$ cat config.mk
export PLATFORM = sky130hd
export DESIGN_NAME = ps2_scancode_rx
export DESIGN_NICKNAME = d
export VERILOG_FILES = /design/src/rtl/ps2_scancode_rx.sv
export SDC_FILE = /design/constraint.sdc
export NUM_CORES = 1
export LEC_CHECK = 0
export CAP_MARGIN = 20
export CELL_PAD_IN_SITES_DETAIL_PLACEMENT = 0
export CELL_PAD_IN_SITES_GLOBAL_PLACEMENT = 1
export CORE_MARGIN = 4
export CORE_UTILIZATION = 38
export CTS_BUF_LIST = sky130_fd_sc_hd__clkbuf_8
export DETAILED_ROUTE_END_ITERATION = 10
export PLACE_DENSITY_LB_ADDON = 0.08
export SETUP_SLACK_MARGIN = 0.4
export SLEW_MARGIN = 20
export SYNTH_ARGS = -nofsm -noshare
export SYNTH_HDL_FRONTEND = slang
export SYNTH_SLANG_ARGS = --single-unit
$ cat constraint.sdc
create_clock -name clk -period 5.47 [get_ports clk]
set_clock_uncertainty 0.1 [all_clocks]
set_input_delay 0.547 -clock clk [delete_from_list [all_inputs] [get_ports clk]]
set_output_delay 0.547 -clock clk [all_outputs]
set_load 0.005 [all_outputs]
$ cat src/rtl/ps2_scancode_rx.sv
// rtl/ps2_scancode_rx.sv - PS/2 keyboard frame receiver with prefix folding and event FIFO
//
// Purpose: synchronises and deglitches the PS/2 clock/data pins, deserialises
// 11-bit frames, checks start/parity/stop and an in-frame timeout, folds E0/F0
// prefixes into ext/rel flags and queues {code, ext, rel} events in a small FIFO.
//
// Ports:
//   clk, rst          system clock, synchronous active-high reset
//   ps2clk, ps2data   raw asynchronous PS/2 pins
//   code[7:0]         scancode at FIFO head
//   code_ext          head event was preceded by E0
//   code_rel          head event was preceded by F0
//   code_valid        FIFO non-empty, head fields valid
//   code_ack          pop head (ignored while code_valid=0)
//   frame_err         one-cycle pulse on start/parity/stop/timeout error
//   overflow          sticky: an event was dropped on a full FIFO
//   clr_overflow      clears overflow (a same-cycle set wins)
module ps2_scancode_rx #(
  parameter int FILTER_LEN     = 8,
  parameter int TIMEOUT_CYCLES = 7000,
  parameter int FIFO_AW        = 2
) (
  input  logic       clk,
  input  logic       rst,
  input  logic       ps2clk,
  input  logic       ps2data,
  output logic [7:0] code,
  output logic       code_ext,
  output logic       code_rel,
  output logic       code_valid,
  input  logic       code_ack,
  output logic       frame_err,
  output logic       overflow,
  input  logic       clr_overflow
);

  localparam int FCW   = $clog2(FILTER_LEN + 1);
  localparam int TCW   = $clog2(TIMEOUT_CYCLES + 1);
  localparam int DEPTH = 2 ** FIFO_AW;

  typedef enum logic [1:0] {IDLE, DATA, PARITY, STOP} state_t;

  // ---------------- input conditioning ----------------
  logic [1:0]     clk_sync_q, dat_sync_q;
  logic           filt_q, filt_d;
  logic [FCW-1:0] fcnt_q, fcnt_d;
  logic           fall;
  logic           s_clk, s_dat;

  assign s_clk = clk_sync_q[1];
  assign s_dat = dat_sync_q[1];

  // The filtered level flips on the FILTER_LEN-th consecutive differing sample.
  always_comb begin
    filt_d = filt_q;
    fcnt_d = '0;
    fall   = 1'b0;
    if (s_clk != filt_q) begin
      if (fcnt_q == FCW'(FILTER_LEN - 1)) begin
        filt_d = s_clk;
        fall   = filt_q;
      end else begin
        fcnt_d = fcnt_q + 1'b1;
      end
    end
  end

  always_ff @(posedge clk) begin
    if (rst) begin
      clk_sync_q <= 2'b11;
      dat_sync_q <= 2'b11;
      filt_q     <= 1'b1;
      fcnt_q     <= '0;
    end else begin
      clk_sync_q <= {clk_sync_q[0], ps2clk};
      dat_sync_q <= {dat_sync_q[0], ps2data};
      filt_q     <= filt_d;
      fcnt_q     <= fcnt_d;
    end
  end

  // ---------------- frame FSM ----------------
  state_t         state_q, state_d;
  logic [7:0]     shift_q;
  logic [2:0]     bitcnt_q;
  logic           par_q;
  logic [TCW-1:0] to_cnt_q;
  logic           timeout, good;
  logic           shift_en, par_en, accept, err;

  assign timeout = (state_q != IDLE) && (to_cnt_q == TCW'(TIMEOUT_CYCLES));
  assign good    = s_dat && (^{shift_q, par_q});

  always_ff @(posedge clk) begin
    if (rst) state_q <= IDLE;
    else     state_q <= state_d;
  end

  always_comb begin
    state_d = state_q;
    if (timeout) begin
      state_d = IDLE;
    end else if (fall) begin
      case (state_q)
        IDLE:    if (!s_dat) state_d = DATA;
        DATA:    if (bitcnt_q == 3'd7) state_d = PARITY;
        PARITY:  state_d = STOP;
        default: state_d = IDLE;
      endcase
    end
  end

  always_comb begin
    shift_en = 1'b0;
    par_en   = 1'b0;
    accept   = 1'b0;
    err      = timeout;
    if (fall && !timeout) begin
      case (state_q)
        IDLE:    err      = s_dat;
        DATA:    shift_en = 1'b1;
        PARITY:  par_en   = 1'b1;
        default: begin
          accept = good;
          err    = !good;
        end
      endcase
    end
  end

  // ---------------- datapath and prefix folding ----------------
  logic acc_q, ext_pend_q, rel_pend_q, frame_err_q;
  logic push;

  assign push = acc_q && (shift_q != 8'hE0) && (shift_q != 8'hF0);

  always_ff @(posedge clk) begin
    if (rst) begin
      shift_q     <= '0;
      bitcnt_q    <= '0;
      par_q       <= 1'b0;
      to_cnt_q    <= '0;
      acc_q       <= 1'b0;
      frame_err_q <= 1'b0;
      ext_pend_q  <= 1'b0;
      rel_pend_q  <= 1'b0;
    end else begin
      if (state_q == IDLE || fall || timeout) to_cnt_q <= '0;
      else                                    to_cnt_q <= to_cnt_q + 1'b1;
      if (state_q == IDLE) bitcnt_q <= '0;
      if (shift_en) begin
        shift_q  <= {s_dat, shift_q[7:1]};
        bitcnt_q <= bitcnt_q + 1'b1;
      end
      if (par_en) par_q <= s_dat;
      acc_q       <= accept;
      frame_err_q <= err;
      // shift_q still holds the accepted byte while acc_q is high.
      if (err || push) begin
        ext_pend_q <= 1'b0;
        rel_pend_q <= 1'b0;
      end else if (acc_q) begin
        if (shift_q == 8'hE0) ext_pend_q <= 1'b1;
        if (shift_q == 8'hF0) rel_pend_q <= 1'b1;
      end
    end
  end

  // ---------------- event FIFO ----------------
  logic [9:0]         mem [DEPTH];
  logic [FIFO_AW:0]   wptr_q, rptr_q, wptr_d, rptr_d;
  logic [9:0]         head_q, head_d, push_data;
  logic               valid_q, ovf_q, full, pop, push_ok;

  assign push_data = {shift_q, ext_pend_q, rel_pend_q};
  assign full      = (wptr_q[FIFO_AW] != rptr_q[FIFO_AW]) &&
                     (wptr_q[FIFO_AW-1:0] == rptr_q[FIFO_AW-1:0]);
  assign pop       = code_ack && valid_q;
  // A pop on a full FIFO frees the slot before the push lands.
  assign push_ok   = push && (!full || pop);
  assign rptr_d    = rptr_q + (FIFO_AW + 1)'(pop);
  assign wptr_d    = wptr_q + (FIFO_AW + 1)'(push_ok);

  // Bypass when the entry being written becomes the new head.
  always_comb begin
    head_d = mem[rptr_d[FIFO_AW-1:0]];
    if (push_ok && (rptr_d == wptr_q)) head_d = push_data;
  end

  always_ff @(posedge clk) begin
    if (push_ok) mem[wptr_q[FIFO_AW-1:0]] <= push_data;
  end

  always_ff @(posedge clk) begin
    if (rst) begin
      wptr_q  <= '0;
      rptr_q  <= '0;
      head_q  <= '0;
      valid_q <= 1'b0;
      ovf_q   <= 1'b0;
    end else begin
      wptr_q  <= wptr_d;
      rptr_q  <= rptr_d;
      head_q  <= head_d;
      valid_q <= (wptr_d != rptr_d);
      if (push && !push_ok) ovf_q <= 1'b1;
      else if (clr_overflow) ovf_q <= 1'b0;
    end
  end

  assign code       = head_q[9:2];
  assign code_ext   = head_q[1];
  assign code_rel   = head_q[0];
  assign code_valid = valid_q;
  assign frame_err  = frame_err_q;
  assign overflow   = ovf_q;

endmodule
==> impl_metrics.csv, run 1 <==
group,metric,value,unit
synth,synthMuxAreaShare,0.117,
synth,netlist-cell-type-count,40,
worst_setup_path,critPathSlowestCell,"ha_1",
detailed_routing,drc,0,
run_status,status,"completed",
worst_setup_path,startpoint_type,"input port",
worst_setup_path,path_cells,"clkdlybuf4s50_1 -> and2_1 -> ha_1 -> ha_1 -> xnor2_1 -> nand2_1 -> nor4_2 -> buf_4 -> mux2i_1 -> nor2_1",
synth,yosysWarnings,0,
detailed_routing,via_per_inst,4.83,
worst_setup_path,r2r_start,"shift_q[7]$_SDFFE_PP0P_",
global_route,antenna_found_initial,0,
die,die_w,111,um
clock_network,cts_hold_buf,0,
detailed_routing,via_count,2303,
finish,syn_to_final_growth,13.5,%
worst_setup_path,rr_endpoint,"code_valid$_SDFF_PP0_",
hold_path,hold_path.class,"reg2reg",
clock_network,cts_root_buf,"clkbuf_8",
synth,netlist_area,4010,um^2
global_route,track_usage,0.118,
synth,synthAdderAreaFrac,0.0406,
clock_network,clk_pin_slew,100,ps
worst_setup_path,crit_top_cell,"ha_1",
clock_network,cts_setup_buffers,0,
clock_network,cts_tree,"yes",
sta,setup_viol,0,
sta,maxSlewViolCount,0,
placed_design,place.gp.congestion,0.660,
clock_network,h-tree-depth,3,
worst_setup_path,critical_path_class,"in2reg",
sta,period_needed,2740,ps
sta,setup_tns,0,ps
synth,synth_most_common_cell,"dfxtp_1",
sta,grt_setup_unrepaired,"false",
synth,synth_flop_cell,"dfxtp_1",
worst_setup_path,max_stage_delay,640,ps
synth,synth_edf_count,40,
synth,yosys.area.top_type,"edfxtp_1",
placed_design,numPortBuffers,18,
power,p_leak,1.67,nW
sta,hold_violations,0,
sta,finalHoldWorstSlack,325,ps
clock_network,clock-sinks,98,
synth,synthXorXnorAreaFrac,0.0747,
detailed_routing,dr.pass1.iters,4,
synth,syn_avg_cell_area,12.8,um^2
worst_setup_path,worstPathMaxFanout,13,
worst_setup_path,ff2ff_path_depth,8,
synth,synth_compound_area_frac,0.0225,
global_route,grt_pass1_vias,2273,
synth,seq_area_frac_synth,0.590,
sta,slew_headroom,0.324,
worst_setup_path,rrSetupSlack,2800,ps
global_route,overflow,0,
die,core.rowCount,37,
synth,yosys-top-cells-area,"edfxtp_1 30%, dfxtp_1 29%, mux2i_1 5.7%",
sta,timing.fmax,0.365,GHz
die,core,10300,um^2
clock_network,numCtsBuffers,9,
synth,yosys.area_share.simple,0.137,
detailed_routing,wire_per_inst,14.5,um
worst_setup_path,end_kind,"flip-flop",
synth,synth-async-reset-ratio,0,
synth,synth_top_area_share,0.300,
run,drv_cap,0,
global_route,grt_start_max_net_pins,38,
hold_path,min-delay-start,"dat_sync_q[0]$_SDFF_PP1_",
placed_design,hpwl,4660,um
detailed_routing,antenna_left,0,
sta,finalCritPeriodShare,0.501,
finish,antenna_cells,0,
power,vdd_ir_drop_max,0.137,mV
synth,synth_common_cells,"58 x dfxtp_1, 49 x nor2_1, 40 x edfxtp_1, 23 x mux2i_1, 19 x xnor2_1",
sta,worst_pin_slew,1010,ps
clock_network,cts_resized,0,
die,die_h,111,um
die,die_area,12200,um^2
worst_setup_path,crit_path_end,"head_q[8]$_SDFF_PP0_",
worst_setup_path,crit_path_start,"code_ack",
worst_setup_path,cp_data_required_time,5610,ps
worst_setup_path,critPathArrivalTime,2880,ps
global_route,grt_pass1_wl,11500,um
synth,synth_seq_cells,98,
die,io_pins,19,
synth,synth_top_family_by_area,"simple AND/OR/NAND/NOR gates",
finish,nNetsFinal,355,
synth,synth_cells,312,
detailed_routing,drt_iter0_drc,45,
die,start_util,0.390,
power,power_density,270,nW/um^2
detailed_routing,wl,6910,um
clock_network,cts.path.max_buffers,2,
finish,drive_above_1_share,0.120,
clock_network,worstSkewPairLatency,360,ps
synth,syn_nets,331,
[routing by layer]
layer	vias up	part of all wire	global-route usage	wire length, um
met2	28	0.50	0.203	3480
li1	1141	-	-	-
met3	6	0.027	0.0366	190
met4	0	0.0097	0.0271	67
met1	1128	0.46	0.146	3180
met5	-	0	0	0
[cells by family after synthesis]
logic type / after synthesis
buffers and inverters: 17
AO/OA/AOI/OAI: 11
adder cells (fa/ha/maj): 13
AND/OR/NAND/NOR: 108
XOR/XNOR: 31
multiplexers: 34
flip-flops: 98
[metrics by stage]
step,setup slack [ps],power (mW),cell area [um^2],std cells,util
3_3_place_gp,2350,0.793,4350,461,0.424
2_1_floorplan,3010,0.783,4010,312,-
3_5_place_dp,2290,0.793,4350,461,0.424
4_1_cts,2680,1.25,4550,477,0.442
6_report,2730,1.23,4550,477,0.442
5_1_grt,2530,1.28,4550,477,0.442
[layout by cell type, fill, tap and decap left out, types with 10 or more instances in the layout]
cell type and instances:
dfxtp_1 58, nor2_1 49, edfxtp_1 40, mux2i_1 23, xnor2_1 19, clkdlybuf4s50_1 18, ha_1 13, nand2_1 11
xor2_1 10, mux4_2 10, nor2b_1 10
[worst max-delay path, delay by kind of cell]
| family | cells | cell delay, ps |
|---|---|---|
| AND/OR/NAND/NOR | 4 | 450 |
| adder cells (fa/ha/maj) | 2 | 820 |
| buffers and inverters | 2 | 660 |
| XOR/XNOR | 1 | 180 |
| multiplexers | 1 | 220 |
[where the power goes]
group	leakage [nW]	switching, mW	internal, mW
logic	0.721	0.00774	0.00930
clock network	0.0955	0.273	0.178
registers	0.851	0.00155	0.757
[worst min-delay path by stage]
stage / slack [ps] / end / depth (start not counted)
6_report: 320 / dat_sync_q[1]$_SDFF_PP1_ / 1
4_1_cts: 330 / clk_sync_q[1]$_SDFF_PP1_ / 1
3_3_place_gp: 300 / clk_sync_q[1]$_SDFF_PP1_ / 1
2_1_floorplan: 290 / clk_sync_q[1]$_SDFF_PP1_ / 1
5_1_grt: 350 / clk_sync_q[1]$_SDFF_PP1_ / 1
3_5_place_dp: 300 / clk_sync_q[1]$_SDFF_PP1_ / 1
[final cells by class]
type,count,area [um^2]
inverter,8,30.0
tap,136,170
clock buffer,9,124
timing repair buffer,22,210
multi-input combinational,197,1580
clock inverter,7,70.1
sequential,98,2360
fill,978,5730
[registers in the layout, indices dropped and copies added (netlist names), 2 cells and up]
signal      flops
fcnt_q          4
head_q         10
mem            40
bitcnt_q        3
rptr_q          3
clk_sync_q      2
to_cnt_q       13
shift_q         8
dat_sync_q      2
wptr_q          3
state_q         2
No activity file was read; power rests on OpenSTA's default activity.
==> run 2: changes to the inputs <==
==> constraint.sdc (replaced) <==
create_clock -name clk -period 2.9 [get_ports clk]
set_clock_uncertainty 0.1 [all_clocks]
set_input_delay 0.29 -clock clk [delete_from_list [all_inputs] [get_ports clk]]
set_output_delay 0.29 -clock clk [all_outputs]
set_load 0.005 [all_outputs]
==> impl_metrics.csv, run 2 (same netlist as run 1, synthesis figures left out) <==
group,metric,value,unit
finish,final_common_cell,"dfxtp_1",
detailed_routing,wl,7250,um
clock_network,worstSkewPairLatency,360,ps
detailed_routing,via_per_inst,4.73,
finish,seqCellArea,2360,um^2
die,die_area,12200,um^2
die,die_h,111,um
finish,syn_to_final_growth,16.4,%
detailed_routing,wire_per_inst,14.8,um
finish,largest_register_ffs,40,
clock_network,clk_pin_slew,100,ps
hold_path,hold_path.class,"reg2reg",
clock_network,cts_root_buf,"clkbuf_8",
clock_network,cts_hold_buf,0,
worst_setup_path,worstPathMaxFanout,3,
finish,antenna_cells,0,
sta,slew_headroom,0.358,
placed_design,place.gp.congestion,0.707,
placed_design,dpl.cell_count,475,
finish,nNetsFinal,369,
sta,finalCritPeriodShare,0.782,
global_route,antenna_found_initial,0,
worst_setup_path,path_cells,"or3b_1 -> o41ai_4 -> nor2_1 -> ha_1 -> ha_1 -> xnor2_1 -> xnor2_1 -> a31oi_1",
worst_setup_path,r2r_start,"shift_q[7]$_SDFFE_PP0P_",
clock_network,clock-sinks,98,
worst_setup_path,end_kind,"flip-flop",
clock_network,cts.path.max_buffers,2,
finish,final_util,0.453,
placed_design,hpwl,4830,um
die,core.rowCount,37,
clock_network,cts_resized,0,
global_route,grt_pass1_vias,2359,
worst_setup_path,crit_path_end,"code_valid$_SDFF_PP0_",
worst_setup_path,critical_path_class,"reg2reg",
die,core,10300,um^2
finish,multi_input_area,1590,um^2
worst_setup_path,max_stage_delay,410,ps
global_route,track_usage,0.126,
placed_design,numPortBuffers,18,
worst_setup_path,startpoint_type,"flip-flop",
worst_setup_path,rr_endpoint,"code_valid$_SDFF_PP0_",
detailed_routing,drt_iter0_drc,74,
sta,maxSlewViolCount,0,
die,die_w,111,um
clock_network,h-tree-depth,3,
power,vdd_ir_drop_max,0.301,mV
worst_setup_path,cp_data_required_time,3040,ps
detailed_routing,drc,0,
clock_network,cts_tree,"yes",
global_route,overflow,0,
finish,most-common-layout-cells,"58 x dfxtp_1, 49 x nor2_1, 40 x edfxtp_1",
global_route,grt_start_max_net_pins,38,
clock_network,cts_setup_buffers,0,
sta,timing.fmax,0.441,GHz
clock_network,numCtsBuffers,9,
die,io_pins,19,
sta,setup_viol,0,
power,p_leak,1.73,nW
sta,worst_pin_slew,960,ps
finish,fillers,964,
worst_setup_path,critPathSlowestCell,"or3b_1",
run,drv_cap,0,
global_route,grt_pass1_wl,12100,um
sta,period_needed,2270,ps
detailed_routing,dr.pass1.iters,4,
run_status,status,"completed",
sta,grt_setup_unrepaired,"false",
die,start_util,0.390,
worst_setup_path,ff2ff_path_depth,8,
worst_setup_path,rrSetupSlack,630,ps
worst_setup_path,critPathArrivalTime,2410,ps
power,power_density,492,nW/um^2
worst_setup_path,crit_path_start,"shift_q[7]$_SDFFE_PP0P_",
finish,drive_above_1_share,0.158,
detailed_routing,antenna_left,0,
sta,hold_violations,0,
detailed_routing,via_count,2320,
sta,setup_tns,0,ps
finish,fin_cells,491,
run 2: how the worst min path moves through the flow:
stage | start | to | slack (ps) | cells after the start
6_report | dat_sync_q[0]$_SDFF_PP1_ | dat_sync_q[1]$_SDFF_PP1_ | 320 | 1
3_3_place_gp | dat_sync_q[0]$_SDFF_PP1_ | dat_sync_q[1]$_SDFF_PP1_ | 300 | 1
4_1_cts | dat_sync_q[0]$_SDFF_PP1_ | dat_sync_q[1]$_SDFF_PP1_ | 320 | 1
2_1_floorplan | clk_sync_q[0]$_SDFF_PP1_ | clk_sync_q[1]$_SDFF_PP1_ | 290 | 1
3_5_place_dp | clk_sync_q[0]$_SDFF_PP1_ | clk_sync_q[1]$_SDFF_PP1_ | 290 | 1
5_1_grt | dat_sync_q[0]$_SDFF_PP1_ | dat_sync_q[1]$_SDFF_PP1_ | 340 | 1
run 2: worst max-delay path: cells and delay by family, from the launching register on:
kind | cells | cell delay, ps
and+or+nand+nor | 2 | 540
adders and majority gates | 2 | 390
xor gates and xnor gates | 2 | 360
AOI/OAI and AO/OA | 2 | 390
DFF | 1 | 370
run 2: routing by layer:
| layer | vias up | share of wire | global-route usage |
|---|---|---|---|
| li1 | 1173 | - | - |
| met1 | 1111 | 0.45 | 0.158 |
| met2 | 29 | 0.50 | 0.210 |
| met3 | 7 | 0.039 | 0.0360 |
| met4 | 0 | 0.015 | 0.0419 |
| met5 | - | 0 | 0 |
run 2: cell type report:
type	count	share of cell area
Clock buffer	9	0.0266
Inverter	8	0.00644
Sequential cell	98	0.507
Tap cell	136	0.0365
Multi-Input combinational cell	197	0.340
Clock inverter	7	0.0132
Timing Repair Buffer	36	0.0703
run 2: stage by stage:
stage	worst slack (ps)	power (mW)	hold WS [ps]	instance area [um^2]
2_1_floorplan	511	1.47	289	4010
3_3_place_gp	369	1.49	296	4470
3_5_place_dp	290	1.49	295	4470
4_1_cts	567	2.34	320	4660
5_1_grt	437	2.39	342	4660
6_report	631	2.29	317	4660
run 2: report_power, final:
part | switching [mW] | total [mW] | leakage, nW | internal [mW]
registers | 0.00288 | 1.43 | 0.841 | 1.43
clock network | 0.505 | 0.830 | 0.0879 | 0.325
logic | 0.0150 | 0.0312 | 0.797 | 0.0162
